## src/rtl/snes_reader_if.sv

```systemverilog
// Controller-side and CPU-side signals of one SNES poller.
// master = poller (drives latch/clock and the published word), slave = controller/consumer side.
interface snes_reader_if;
    logic        snes_serial;
    logic        snes_latch;
    logic        snes_clk;
    logic [11:0] snes_data;
    logic        data_valid;

    modport master (
        input  snes_serial,
        output snes_latch,
        output snes_clk,
        output snes_data,
        output data_valid
    );

    modport slave (
        output snes_serial,
        input  snes_latch,
        input  snes_clk,
        input  snes_data,
        input  data_valid
    );
endinterface

```

## src/rtl/snes_reader.sv

```systemverilog
// Polls one SNES controller: generates latch/clock, shifts in 16 bits and
// republishes the 12 button bits (1 = pressed) once per poll period.
//
// state      | meaning
// -----------+-----------------------------------------------------------
// S_IDLE     | waiting for the poll counter to wrap to 0
// S_LATCH    | snes_latch high for 2*CLK_DIV cycles
// S_CLK_LOW  | snes_clk low for CLK_DIV cycles, sample on last cycle
// S_CLK_HIGH | snes_clk high for CLK_DIV cycles, advance bit index
// S_DONE     | one cycle: publish inverted capture, pulse data_valid
module snes_reader #(
    parameter int CLK_DIV     = 300,
    parameter int POLL_CYCLES = 833333
) (
    input  logic          clk,
    input  logic          reset,
    snes_reader_if.master bus
);
    localparam logic [2:0] S_IDLE     = 3'd0;
    localparam logic [2:0] S_LATCH    = 3'd1;
    localparam logic [2:0] S_CLK_LOW  = 3'd2;
    localparam logic [2:0] S_CLK_HIGH = 3'd3;
    localparam logic [2:0] S_DONE     = 3'd4;

    localparam int TW = $clog2(2 * CLK_DIV);
    localparam int PW = $clog2(POLL_CYCLES);
    localparam logic [TW-1:0] LATCH_LOAD = TW'(2 * CLK_DIV - 1);
    localparam logic [TW-1:0] HALF_LOAD  = TW'(CLK_DIV - 1);
    localparam logic [PW-1:0] POLL_LAST  = PW'(POLL_CYCLES - 1);

    logic [2:0]    state;
    logic [TW-1:0] timer;
    logic [PW-1:0] poll_cnt;
    logic [3:0]    bit_idx;
    logic [15:0]   shift_q;
    logic [1:0]    sync_q;
    logic          serial_s;
    logic          latch_q;
    logic          sclk_q;
    logic [11:0]   data_q;
    logic          valid_q;

    assign serial_s       = sync_q[1];
    assign bus.snes_latch = latch_q;
    assign bus.snes_clk   = sclk_q;
    assign bus.snes_data  = data_q;
    assign bus.data_valid = valid_q;

    // Pin is idle-high, so the synchronizer comes out of reset as "released".
    always_ff @(posedge clk or posedge reset) begin
        if (reset) begin
            sync_q <= 2'b11;
        end else begin
            sync_q <= {sync_q[0], bus.snes_serial};
        end
    end

    always_ff @(posedge clk or posedge reset) begin
        if (reset) begin
            poll_cnt <= '0;
        end else if (poll_cnt == POLL_LAST) begin
            poll_cnt <= '0;
        end else begin
            poll_cnt <= poll_cnt + 1'b1;
        end
    end

    always_ff @(posedge clk or posedge reset) begin
        if (reset) begin
            state   <= S_IDLE;
            timer   <= '0;
            bit_idx <= '0;
            shift_q <= '0;
            latch_q <= 1'b0;
            sclk_q  <= 1'b1;
            data_q  <= '0;
            valid_q <= 1'b0;
        end else begin
            valid_q <= 1'b0;
            case (state)
                S_IDLE: begin
                    if (poll_cnt == '0) begin
                        state   <= S_LATCH;
                        latch_q <= 1'b1;
                        timer   <= LATCH_LOAD;
                    end
                end
                S_LATCH: begin
                    if (timer == '0) begin
                        state   <= S_CLK_LOW;
                        latch_q <= 1'b0;
                        sclk_q  <= 1'b0;
                        timer   <= HALF_LOAD;
                        bit_idx <= '0;
                    end else begin
                        timer <= timer - 1'b1;
                    end
                end
                S_CLK_LOW: begin
                    if (timer == '0) begin
                        shift_q[bit_idx] <= serial_s;
                        state            <= S_CLK_HIGH;
                        sclk_q           <= 1'b1;
                        timer            <= HALF_LOAD;
                    end else begin
                        timer <= timer - 1'b1;
                    end
                end
                S_CLK_HIGH: begin
                    if (timer == '0) begin
                        if (bit_idx == 4'd15) begin
                            state   <= S_DONE;
                            data_q  <= ~shift_q[11:0];
                            valid_q <= 1'b1;
                        end else begin
                            state   <= S_CLK_LOW;
                            sclk_q  <= 1'b0;
                            timer   <= HALF_LOAD;
                            bit_idx <= bit_idx + 1'b1;
                        end
                    end else begin
                        timer <= timer - 1'b1;
                    end
                end
                S_DONE: begin
                    state <= S_IDLE;
                end
                default: begin
                    state <= S_IDLE;
                end
            endcase
        end
    end
endmodule

```

## src/flat_wrapper.sv

```systemverilog
// flat-port wrapper written by rule: the top's interface ports become plain ports
module snes_reader_flat 
#(
    parameter int CLK_DIV     = 300,
    parameter int POLL_CYCLES = 833333
)
  (clk, reset, bus_snes_serial, bus_snes_latch, bus_snes_clk, bus_snes_data, bus_data_valid);
  snes_reader_if bus_i ();
  input  logic clk;
  input  logic reset;
  input wire logic [$bits(bus_i.snes_serial)-1:0] bus_snes_serial;
  output wire logic [$bits(bus_i.snes_latch)-1:0] bus_snes_latch;
  output wire logic [$bits(bus_i.snes_clk)-1:0] bus_snes_clk;
  output wire logic [$bits(bus_i.snes_data)-1:0] bus_snes_data;
  output wire logic [$bits(bus_i.data_valid)-1:0] bus_data_valid;
  assign bus_i.snes_serial = bus_snes_serial;
  assign bus_snes_latch = bus_i.snes_latch;
  assign bus_snes_clk = bus_i.snes_clk;
  assign bus_snes_data = bus_i.snes_data;
  assign bus_data_valid = bus_i.data_valid;
  snes_reader #(.CLK_DIV(CLK_DIV), .POLL_CYCLES(POLL_CYCLES)) u_core (.clk(clk), .reset(reset), .bus(bus_i));
endmodule
```

## config.mk

```make
export PLATFORM = sky130hd
export DESIGN_NAME = snes_reader_flat
export DESIGN_NICKNAME = d
export VERILOG_FILES = /design/src/rtl/snes_reader_if.sv /design/src/rtl/snes_reader.sv /design/src/flat_wrapper.sv
export SDC_FILE = /design/constraint.sdc
export NUM_CORES = 1
export LEC_CHECK = 0
export BUFFER_PORTS_ARGS = -buffer_cell sky130_fd_sc_hd__buf_2
export CORE_MARGIN = 2
export CORE_UTILIZATION = 50
export DETAILED_ROUTE_END_ITERATION = 6
export PLACE_DENSITY = 0.73
export RECOVER_POWER = 100
export SLEW_MARGIN = 20
export SYNTH_ARGS = -nofsm -noshare
export SYNTH_HDL_FRONTEND = slang
export SYNTH_SLANG_ARGS = --single-unit
```

## constraint.sdc

```tcl
create_clock -name clk -period 6.9 [get_ports clk]
set_clock_uncertainty 0.1 [all_clocks]
set_input_delay 0.345 -clock clk [delete_from_list [all_inputs] [get_ports clk]]
set_output_delay 0.345 -clock clk [all_outputs]
set_load 0.01 [all_outputs]
```

# After elaboration in Yosys (flattened, before gate mapping)
# Index checks and enable logic that the tools add are counted.
# classes
multipliers,0
eq_ne,11
n_bitwise,1
shifts,0
div_mod_pow,0
reduce_logical,16
magnitude_cmp,2
mux,29
addsub,3
# ops
op,n
$mux W10,4
$pmux W10 S3,1
$add A20 B1 Y20 const B,1
$eq A20 B20 Y1 const B,1
$logic_not A20 Y1,1
$mux W20,1
$bwmux W16,1
$mux W3,5
$mux W4,3
$not A12 Y12,1
$pmux W3 S4,1
$logic_not A10 Y1,1
$sub A10 B1 Y10 const B,1
$mux W1,9
$reduce_and A3 Y1,3
$ne A2 B1 Y1 const B,4
$pmux W4 S2,1
$reduce_and A4 Y1,2
$eq A3 B2 Y1 const B,2
$reduce_bool A3 Y1,2
$lt A4 B5 Y1 const B,1
$reduce_and A5 Y1,1
$add A4 B1 Y4 const B,1
$demux W1 S4,1
12 further kinds,13
# word_totals
latch_bits,0
elab_cells,72
reg_bits,70
mem_bits_rw,0
mem_bits_ro,0
memories,0

# Logic depth before layout (Yosys ltp)
# Gate-level depths: netlist (run 1).
# logic_depth
ltp_word,5
mapped_depth,8
mapped_depth_nobuf,7

# Worst setup path after synthesis (run 1)
# Ideal clock, no wire load.
# synth_timing
path_kind,flip-flop to flip-flop
startpoint,register u_core.timer[0]
endpoint,register u_core.shift_q[7]
setup_slack_ns,4.366
n_path_buf,0
arrival_time_ns,2.306
stages_incl_launch_ff,8
cell_sequence,dfrtp_1 > inv_1 > ha_1 > or4b_4 > or4_4 > nor3b_2 > nand2_1 > mux2_1
# synth_between
elab_chain_len,2
# synth_rtl
item,line_no,text
"start, declared",snes_reader.sv:32,logic [TW-1:0] timer;
"start signal, assigned",snes_reader.sv:96,timer <= timer - 1'b1;
"start signal, assigned",snes_reader.sv:106,timer <= timer - 1'b1;
"start signal, assigned",snes_reader.sv:122,timer <= timer - 1'b1;
$logic_not A10 Y1,snes_reader.sv:100,if (timer == '0) begin
$reduce_and A2 Y1 (no line),-,
"end signal, assigned by index",snes_reader.sv:101,shift_q[bit_idx] <= serial_s;
"end, declared",snes_reader.sv:35,logic [15:0] shift_q;
# Every way passes these cells.
# A chain may end at the register's enable or synchronous reset.

==> flow_summary.yaml, run 1 <==
sta:
  max_freq_mhz: 304
  period_share_pct: 47.7
  setup_viol: 0
  timing.final.crit_period_ps: 3290
  tightest_slew_ps: 3390
  relSlewSlack_pct: -126
  tns_ps: 0
  rsz0062_at_grt: "false"
  slew_viol_final: 67
  hold_viol: 0
worst_setup_path:
  cp.required_ps: 6500
  startpoint_type: "input port"
  critical_path_peak_fanout: 66
  r2r_cells: 7
  path_depth: 3
  cp.arrival_ps: 2890
  path_cells: "buf_2 > inv_1 > clkbuf_1"
  cp_slowest_cell: "clkbuf_1"
  r2r_slack_ps: 3690
  crit_buf_inv: 3
  rr_endpoint: "u_core.timer[4]"
  slowest_delay_ps: 2380
  cpLargestDelayFamily: "buffers and inverters"
  r2r_start: "u_core.timer[1]"
  worstSetupPathType: "input port to async pin"
  cp-end-kind: "async pin"
clocking:
  cts_tree: "yes"
  clock_sinks: 66
  cts_made_buffers: 9
  root_buffer: "clkbuf_8"
  htree_levels: 3
  cts_buffer_depth: 2
  clkSlewWorstSetupHoldPaths_ps: 80
  insertion_delay_ps: 360
  cts_setup_buffers: 0
grt:
  grt_max_degree: 67
  grt_pass1_vias: 2227
  use_met2_pct: 28.4
  overflow: 0
  gr-usage-met1_pct: 24.0
  grt_pass1_wl_um: 10200
  antenna_found_initial: 0
  use_met3_pct: 5.34
  grt.total_usage_pct: 18.4
  grt_busiest_layer: "met2"
outcome:
  run_status: "finished, violations left"
  violations: "max-capacitance violations, max-slew violations"
power:
  p_per_area_nw_per_um2: 204
  p_int_w: 0.000525
  pwr-share-clk_pct: 43.7
  combPwrFrac_pct: 1.2
  power_switching_w: 0.000179
  seq_power_share_pct: 55.2
  fin_total_pwr_w: 0.000704
  p_leak_nw: 1.59
  p_sw_share_pct: 25.4
  peakVddDrop_mv: 0.130
min_path:
  whs_endpoint: "u_core.sync_q[1]"
  hp-start: "u_core.sync_q[0]"
  hold_class: "flip-flop to flip-flop"
  hold_depth: 0
detailed_routing:
  drc_errors: 0
  wl_per_cell_um: 14.5
  ant_nets: 0
  routed_via_density: 5.55
  drt-initial-drc-count: 137
  firstDrtPassIters: 4
  num_vias: 2283
  wl_um: 5950
placement:
  gp_congestion: 0.826
  portBuffers: 17
  dpl.cell_count: 394
  postPlaceCellArea_um2: 3310
  hpwl_um: 3990
cells_and_area:
  areaGrowthSynthToFinish_pct: 9.14
  nets: 342
  n_antenna_cell: 0
  final_layout_size_suffix_gt1_share_pct: 9.52
  design_area_um2: 3450
  final_util_pct: 57.3
  layout.cells.non_filler: 411
synthesis:
  yosysWarnings: 0
  syn-instance-count: 311
  syn-num-nets: 322
  yosysSeqAreaShare_pct: 52.4
  synth_area_um2: 3160
  synth_cell_types: 45
  syn_area_per_cell_um2: 10.2
  ys_ff_latch: 66
floorplan:
  die_w_um: 83.5
  num_rows: 28
  die_h_um: 83.5
  core_um2: 6030
  die_area_um2: 6980
  io_pins: 18
  initial_core_util_pct: 52.5
flow_run:
  cap_violations: 1
-- state kept, by name (all words and copies together), names as in the netlist --
signal	flops
u_core.timer	10
u_core.poll_cnt	20
u_core.sync_q	2
u_core.bit_idx	4
u_core.bus.data_valid	1
u_core.bus.snes_latch	1
u_core.bus.snes_clk	1
u_core.bus.snes_data	12
u_core.shift_q	12
u_core.state	3
-- power by group through the flow --
stage	Clock (W)	Combinational [W]	Sequential, W
3_3_place_gp	0	0.00000865	0.000396
5_1_grt	0.000336	0.0000101	0.000389
6_report	0.000308	0.00000817	0.000388
4_1_cts	0.000314	0.00000911	0.000388
2_1_floorplan	0	0.00000622	0.000395
3_5_place_dp	0	0.00000867	0.000396
-- per-stage QoR --
step | worst slack [ps] | hold WS (ps)
after detailed placement | 4040 | 249
after global placement | 4160 | 247
after global routing | 2780 | 268
after CTS | 4050 | 138
final | 3610 | 260
after floorplan | 4370 | 245
-- layout by cell type, fill, tap and decap left out, types with 4 or more instances in the layout --
| master | count |
|---|---|
| a21oi_1 | 9 |
| a31oi_1 | 6 |
| and3_1 | 5 |
| clkbuf_1 | 16 |
| clkbuf_8 | 9 |
| dfrtp_1 | 63 |
| ha_1 | 8 |
| inv_1 | 12 |
| mux2_1 | 7 |
| mux2_2 | 7 |
| nand2_1 | 38 |
| nand3_1 | 9 |
| nand4_1 | 7 |
| nor2_1 | 27 |
| nor3_1 | 11 |
| nor4_1 | 4 |
| o21ai_0 | 24 |
| o31ai_1 | 5 |
| or3_1 | 4 |
| xnor2_1 | 8 |
| xor2_1 | 7 |
-- area by class of cell --
cell class | count | area [um2]
clock inverters | 7 | 61.3
flip-flops and latches | 66 | 1660
well taps | 75 | 93.8
inverters | 12 | 45.0
multi-input cells | 222 | 1390
repair buffers | 20 | 85.1
fillers | 558 | 2570
clock buffers | 9 | 124
-- layer usage --
metal,up-vias,part of all wire (%)
met1,1087,48
met4,0,2.1
li1,1143,-
met5,-,0
met2,43,46
met3,10,3.4
-- cell families (layout without fill, tap and decap cells) --
family | after synthesis | count (layout) | share of synthesized area (%)
flip-flops | 66 | 66 | 52.4
AND/OR/NAND/NOR | 125 | 125 | 20.7
buffers and inverters | 23 | 48 | 2.73
adder cells (fa/ha/maj) | 8 | 8 | 3.17
AO/OA/AOI/OAI | 60 | 60 | 12.0
multiplexers | 14 | 14 | 4.99
XOR/XNOR | 15 | 15 | 4.16
-- what timing repair did --
| item | CTS | global route |
|---|---|---|
| gates resized for setup | 0 | 0 |
| endpoints found under the hold margin | 1 | 0 |
| hold buffers | 1 | 0 |
-- cells in the mapped netlist --
master	number	area, um2
a211o_1	1	8.76
a21o_1	2	15.0
a21oi_1	9	45.0
a22o_1	1	8.76
a22oi_1	1	7.51
a311oi_1	1	8.76
a31o_2	1	8.76
a31oi_1	6	37.5
a41o_1	3	30.0
and2_1	4	25.0
and3_1	5	31.3
and3b_1	2	17.5
and4_1	1	8.76
clkbuf_1	11	41.3
dfrtp_1	63	1580
dfstp_2	3	78.8
ha_1	8	100
inv_1	12	45.0
mux2_1	7	78.8
mux2_2	7	78.8
nand2_1	38	143
nand2b_1	2	12.5
nand3_1	9	45.0
nand4_1	7	43.8
nor2_1	27	101
nor2b_1	3	18.8
nor3_1	9	45.0
nor3_2	2	20.0
nor3b_2	1	12.5
nor3b_4	1	18.8
nor4_1	4	25.0
o21a_1	1	7.51
o21ai_0	24	120
o21bai_1	1	7.51
o221a_2	1	11.3
o22ai_1	1	6.26
o2bb2ai_1	2	17.5
o31ai_1	5	37.5
or3_1	4	25.0
or3b_2	1	8.76
or4_1	2	15.0
or4_4	2	22.5
or4b_4	1	13.8
xnor2_1	8	70.1
xor2_1	7	61.3
-- how the worst max path moves through the flow --
stage | from | to | slack, ps
6_report | reset | u_core.timer[3] | 3610
5_1_grt | reset | u_core.timer[9] | 2780
4_1_cts | u_core.timer[0] | u_core.bus.snes_data[5] | 4050
3_5_place_dp | u_core.timer[1] | u_core.bus.snes_data[5] | 4040
3_3_place_gp | u_core.timer[0] | u_core.bus.snes_data[2] | 4160
2_1_floorplan | u_core.timer[0] | u_core.shift_q[7] | 4370
(Power assumes the default switching activity.)
==> run 2, diff against run 1 <==
Settings changed: PLACE_DENSITY 0.73 to 0.76.
Clock period 6.9 ns to 2.95 ns, I/O delays scaled along.
==> flow_summary.yaml, run 2 (synthesis gave the netlist of run 1 again) <==
power:
  seq_power_share_pct: 50.8
  combPwrFrac_pct: 1.1
  peakVddDrop_mv: 0.313
  p_leak_nw: 1.63
  p_sw_share_pct: 22.1
  power_switching_w: 0.000394
  p_per_area_nw_per_um2: 505
  pwr-share-clk_pct: 48.0
  p_int_w: 0.00139
placement:
  hpwl_um: 3980
  dp_slack_ps: 238
  dpl.cell_count: 397
  portBuffers: 17
  gp_congestion: 0.819
outcome:
  run_status: "completed"
grt:
  overflow: 0
  antenna_found_initial: 0
  grt_max_degree: 37
  grt.total_usage_pct: 18.2
  grt_pass1_vias: 2228
  grt_pass1_wl_um: 10300
clocking:
  htree_levels: 3
  clock_sinks: 66
  clkSlewWorstSetupHoldPaths_ps: 80
  cts_made_buffers: 9
  root_buffer: "clkbuf_8"
  insertion_delay_ps: 350
  cts_buffer_depth: 2
  cts_setup_buffers: 0
  cts_tree: "yes"
sta:
  hold_ws_ps: 249
  period_share_pct: 92.1
  setup_viol: 0
  setup_ws_ps: 233
  rsz0062_at_grt: "false"
  hold_viol: 0
  slew_viol_final: 0
  relSlewSlack_pct: 24.1
  tns_ps: 0
  max_freq_mhz: 368
  timing.final.crit_period_ps: 2720
  tightest_slew_ps: 1140
worst_setup_path:
  critical_path_peak_fanout: 6
  cp.required_ps: 3080
  cp_slowest_cell: "or4_4"
  worstSetupPathType: "flip-flop to flip-flop"
  startpoint_type: "flip-flop"
  slowest_delay_ps: 570
  cp.arrival_ps: 2840
  cp-end-kind: "flip-flop"
  path_cells: "inv_1 > ha_1 > or4b_4 > or4_4 > nor3b_2 > nand2_1 > mux2_1"
cells_and_area:
  final_layout_size_suffix_gt1_share_pct: 11.8
  largest_reg_flops: 20
  final_common_cell: "dfrtp_1"
  n_antenna_cell: 0
  final_util_pct: 58.7
  largest_register: "u_core.poll_cnt"
  final_cell_mix: "dfrtp_1 (63), nand2_1 (38), nor2_1 (27), o21ai_0 (24), clkbuf_1 (16)"
  nets: 346
  layout.cells.non_filler: 415
  areaGrowthSynthToFinish_pct: 12.0
floorplan:
  core_um2: 6030
  die_area_um2: 6980
  die_h_um: 83.5
  die_w_um: 83.5
  num_rows: 28
  io_pins: 18
  initial_core_util_pct: 52.5
detailed_routing:
  wl_per_cell_um: 14.1
  ant_nets: 0
  drc_errors: 0
  num_vias: 2340
  routed_via_density: 5.64
  wl_um: 5870
  firstDrtPassIters: 4
  drt-initial-drc-count: 136
flow_run:
  cap_violations: 0
min_path:
  hold_class: "flip-flop to flip-flop"
==> run 2: cell types whose count changed in the layout (fill, tap and decap cells not counted), moves of 2 or more <==
cell        delta
bufinv_16      +2
nor3b_2        +2
nor3b_1        -2
clkinvlp_4     -2
clkbuf_2       +2
==> run 2: what timing repair did <==
| action | CTS | global route |
|---|---|---|
| hold endpoints to repair | 29 | 0 |
| resized for setup | 0 | 0 |
| setup endpoints to repair | 0 | 0 |
| hold buffers | 2 | 0 |
==> run 2: critical path: cells and delay by family (launching register included) <==
family	cells	cell delay, ps
mux	1	320
fa+ha+maj	1	170
simple gates	4	1500
buf+inv	1	110
flops	1	410
==> run 2: path summary, 6_finish.rpt <==
kind / startpoint / to / slack, ps / cells past startpoint
max: u_core.timer[0] / u_core.shift_q[9] / 230 / 7
min: u_core.sync_q[0] / u_core.sync_q[1] / 250 / 0
max reg2reg: u_core.timer[0] / u_core.shift_q[9] / 230 / 7
min reg2reg: u_core.sync_q[0] / u_core.sync_q[1] / 250 / 0
max in group asynchronous: reset / u_core.shift_q[7] / 790 / 4
min in group asynchronous: reset / u_core.poll_cnt[19] / 540 / 3
==> run 2: area by class of cell <==
| class | instances | area, um2 |
|---|---|---|
| inverter | 12 | 45.0 |
| clock buffer | 9 | 124 |
| timing repair buffer | 24 | 113 |
| clock inverter | 7 | 100 |
| sequential | 66 | 1660 |
| fill | 519 | 2490 |
| multi-input combinational | 222 | 1410 |
| tap | 75 | 93.8 |
==> run 2: stage by stage <==
step	area [um2]	power (W)
6_report	3540	0.00179
5_1_grt	3540	0.00184
4_1_cts	3590	0.00181
3_5_place_dp	3350	0.000949
3_3_place_gp	3350	0.000949
2_1_floorplan	3160	0.000939
==> run 2: power groups by stage <==
stage / logic, W / registers [W] / clock network (W)
4_1_cts: 0.0000248 / 0.000909 / 0.000875
3_3_place_gp: 0.0000227 / 0.000926 / 0
6_report: 0.0000203 / 0.000909 / 0.000858
3_5_place_dp: 0.0000229 / 0.000926 / 0
2_1_floorplan: 0.0000145 / 0.000925 / 0
5_1_grt: 0.0000247 / 0.000909 / 0.000910
==> run 2: metal layers <==
layer	up-vias	part of all wire (%)	wire, um	global-route usage, %
li1	1153	-	-	-
met1	1134	47	2770	23.8
met2	43	48	2830	29.2
met3	10	2.9	171	3.56
met4	0	1.7	100	8.80
met5	-	0	0	0
==> run 3, diff against run 2 <==
Settings changed: BUFFER_PORTS_ARGS -buffer_cell sky130_fd_sc_hd__buf_2 to -buffer_cell sky130_fd_sc_hd__buf_4, HOLD_SLACK_MARGIN set to 0.1, REMOVE_ABC_BUFFERS set to 1.
==> flow_summary.yaml, run 3 (synthesis gave the netlist of run 1 again) <==
detailed_routing:
  firstDrtPassIters: 4
  ant_nets: 0
  drt-initial-drc-count: 142
  routed_via_density: 5.63
  wl_um: 5940
  wl_per_cell_um: 14.2
  num_vias: 2348
  drc_errors: 0
placement:
  dpl.cell_count: 399
  portBuffers: 17
  gp_congestion: 0.810
  hpwl_um: 4030
cells_and_area:
  largest_reg_flops: 20
  final_layout_size_suffix_gt1_share_pct: 12.3
  layout.cells.non_filler: 417
  areaGrowthSynthToFinish_pct: 12.0
  final_cell_mix: "dfrtp_1 (63), nand2_1 (38), nor2_1 (27), o21ai_0 (24), clkbuf_1 (16)"
  n_antenna_cell: 0
  nets: 348
  final_common_cell: "dfrtp_1"
  largest_register: "u_core.poll_cnt"
grt:
  grt_pass1_wl_um: 10100
  gr-usage-met1_pct: 23.9
  use_met2_pct: 27.4
  grt_pass1_vias: 2214
  grt_max_degree: 67
  antenna_found_initial: 0
  overflow: 0
  grt_busiest_layer: "met2"
  use_met3_pct: 6.13
  grt.total_usage_pct: 18.1
worst_setup_path:
  cp.arrival_ps: 2840
  startpoint_type: "flip-flop"
  cp-end-kind: "flip-flop"
  cp_slowest_cell: "or4_4"
  worstSetupPathType: "flip-flop to flip-flop"
  cp.required_ps: 3080
  critical_path_peak_fanout: 6
  slowest_delay_ps: 560
  path_cells: "inv_1 > ha_1 > or4b_4 > or4_4 > nor3b_2 > nand2_1 > mux2_1"
power:
  fin_total_pwr_w: 0.00170
  peakVddDrop_mv: 0.360
  p_leak_nw: 1.63
  p_per_area_nw_per_um2: 481
clocking:
  cts_made_buffers: 9
  cts_resized: 0
  cts_tree: "yes"
  cts_buffer_depth: 2
  clkSlewWorstSetupHoldPaths_ps: 70
  htree_levels: 3
  clock_sinks: 66
  root_buffer: "clkbuf_8"
  insertion_delay_ps: 350
sta:
  max_freq_mhz: 369
  rsz0062_at_grt: "false"
  slew_viol_final: 67
  period_share_pct: 91.9
  timing.final.crit_period_ps: 2710
  setup_viol: 0
  hold_viol: 0
  relSlewSlack_pct: -6.07
  tightest_slew_ps: 1590
  tns_ps: 0
floorplan:
  die_area_um2: 6980
  die_w_um: 83.5
  initial_core_util_pct: 52.5
  core_um2: 6030
  die_h_um: 83.5
  io_pins: 18
  num_rows: 28
outcome:
  violations: "max-capacitance violations, max-slew violations"
  run_status: "finished, violations left"
min_path:
  hold_class: "flip-flop to flip-flop"
flow_run:
  cap_violations: 1
==> run 3: power breakdown <==
| part | internal [W] | switching, W |
|---|---|---|
| sequential | 0.000907 | 0.00000212 |
| clock | 0.000414 | 0.000359 |
| combinational | 0.00000386 | 0.0000174 |
==> run 3: worst paths after layout <==
kind	from	end	slack, ps	cells past startpoint
worst max-delay path	u_core.timer[0]	u_core.shift_q[11]	240	7
worst min-delay path	u_core.sync_q[0]	u_core.sync_q[1]	260	0
worst max register to register	u_core.timer[0]	u_core.shift_q[11]	240	7
worst min register to register	u_core.sync_q[0]	u_core.sync_q[1]	260	0
max in group asynchronous	reset	u_core.timer[2]	990	4
min in group asynchronous	reset	u_core.bus.snes_data[2]	820	4
==> run 3: final cells by class <==
cell class,instances,area (um2)
repair buffers,26,135
inverters,12,45.0
multi-input cells,222,1410
clock inverters,6,65.1
fillers,510,2480
clock buffers,10,138
well taps,75,93.8
flip-flops and latches,66,1660
==> run 3: per-layer routing <==
| metal | wire length (um) | vias up | share of wire, % |
|---|---|---|---|
| li1 | - | 1155 | - |
| met1 | 2780 | 1126 | 47 |
| met2 | 2730 | 57 | 46 |
| met3 | 332 | 10 | 5.6 |
| met4 | 97 | 0 | 1.6 |
| met5 | 0 | - | 0 |
==> run 3: stage by stage <==
step / cell area (um2) / setup slack, ps / hold WS (ps) / utilization [%]
after floorplan: 3120 / 416 / 52.0 / -
after global placement: 3390 / 339 / 157 / 56.3
after detailed placement: 3390 / 236 / 158 / 56.3
after CTS: 3620 / 227 / 261 / 60.0
after global routing: 3540 / 74.4 / 263 / 58.8
final: 3540 / 239 / 259 / 58.8
==> run 3: worst max-delay path: cells and delay by family (launching register included) <==
| kind | cells | cell delay [ps] |
|---|---|---|
| adder cells (fa/ha/maj) | 1 | 170 |
| flip-flops | 1 | 410 |
| AND/OR/NAND/NOR | 4 | 1490 |
| multiplexers | 1 | 310 |
| buffers and inverters | 1 | 110 |
==> run 3: what timing repair did <==
| item | in CTS | in global routing |
|---|---|---|
| hold endpoints to repair | 64 | 0 |
| hold buffers | 2 | 0 |
| buffers inserted | 0 | 0 |
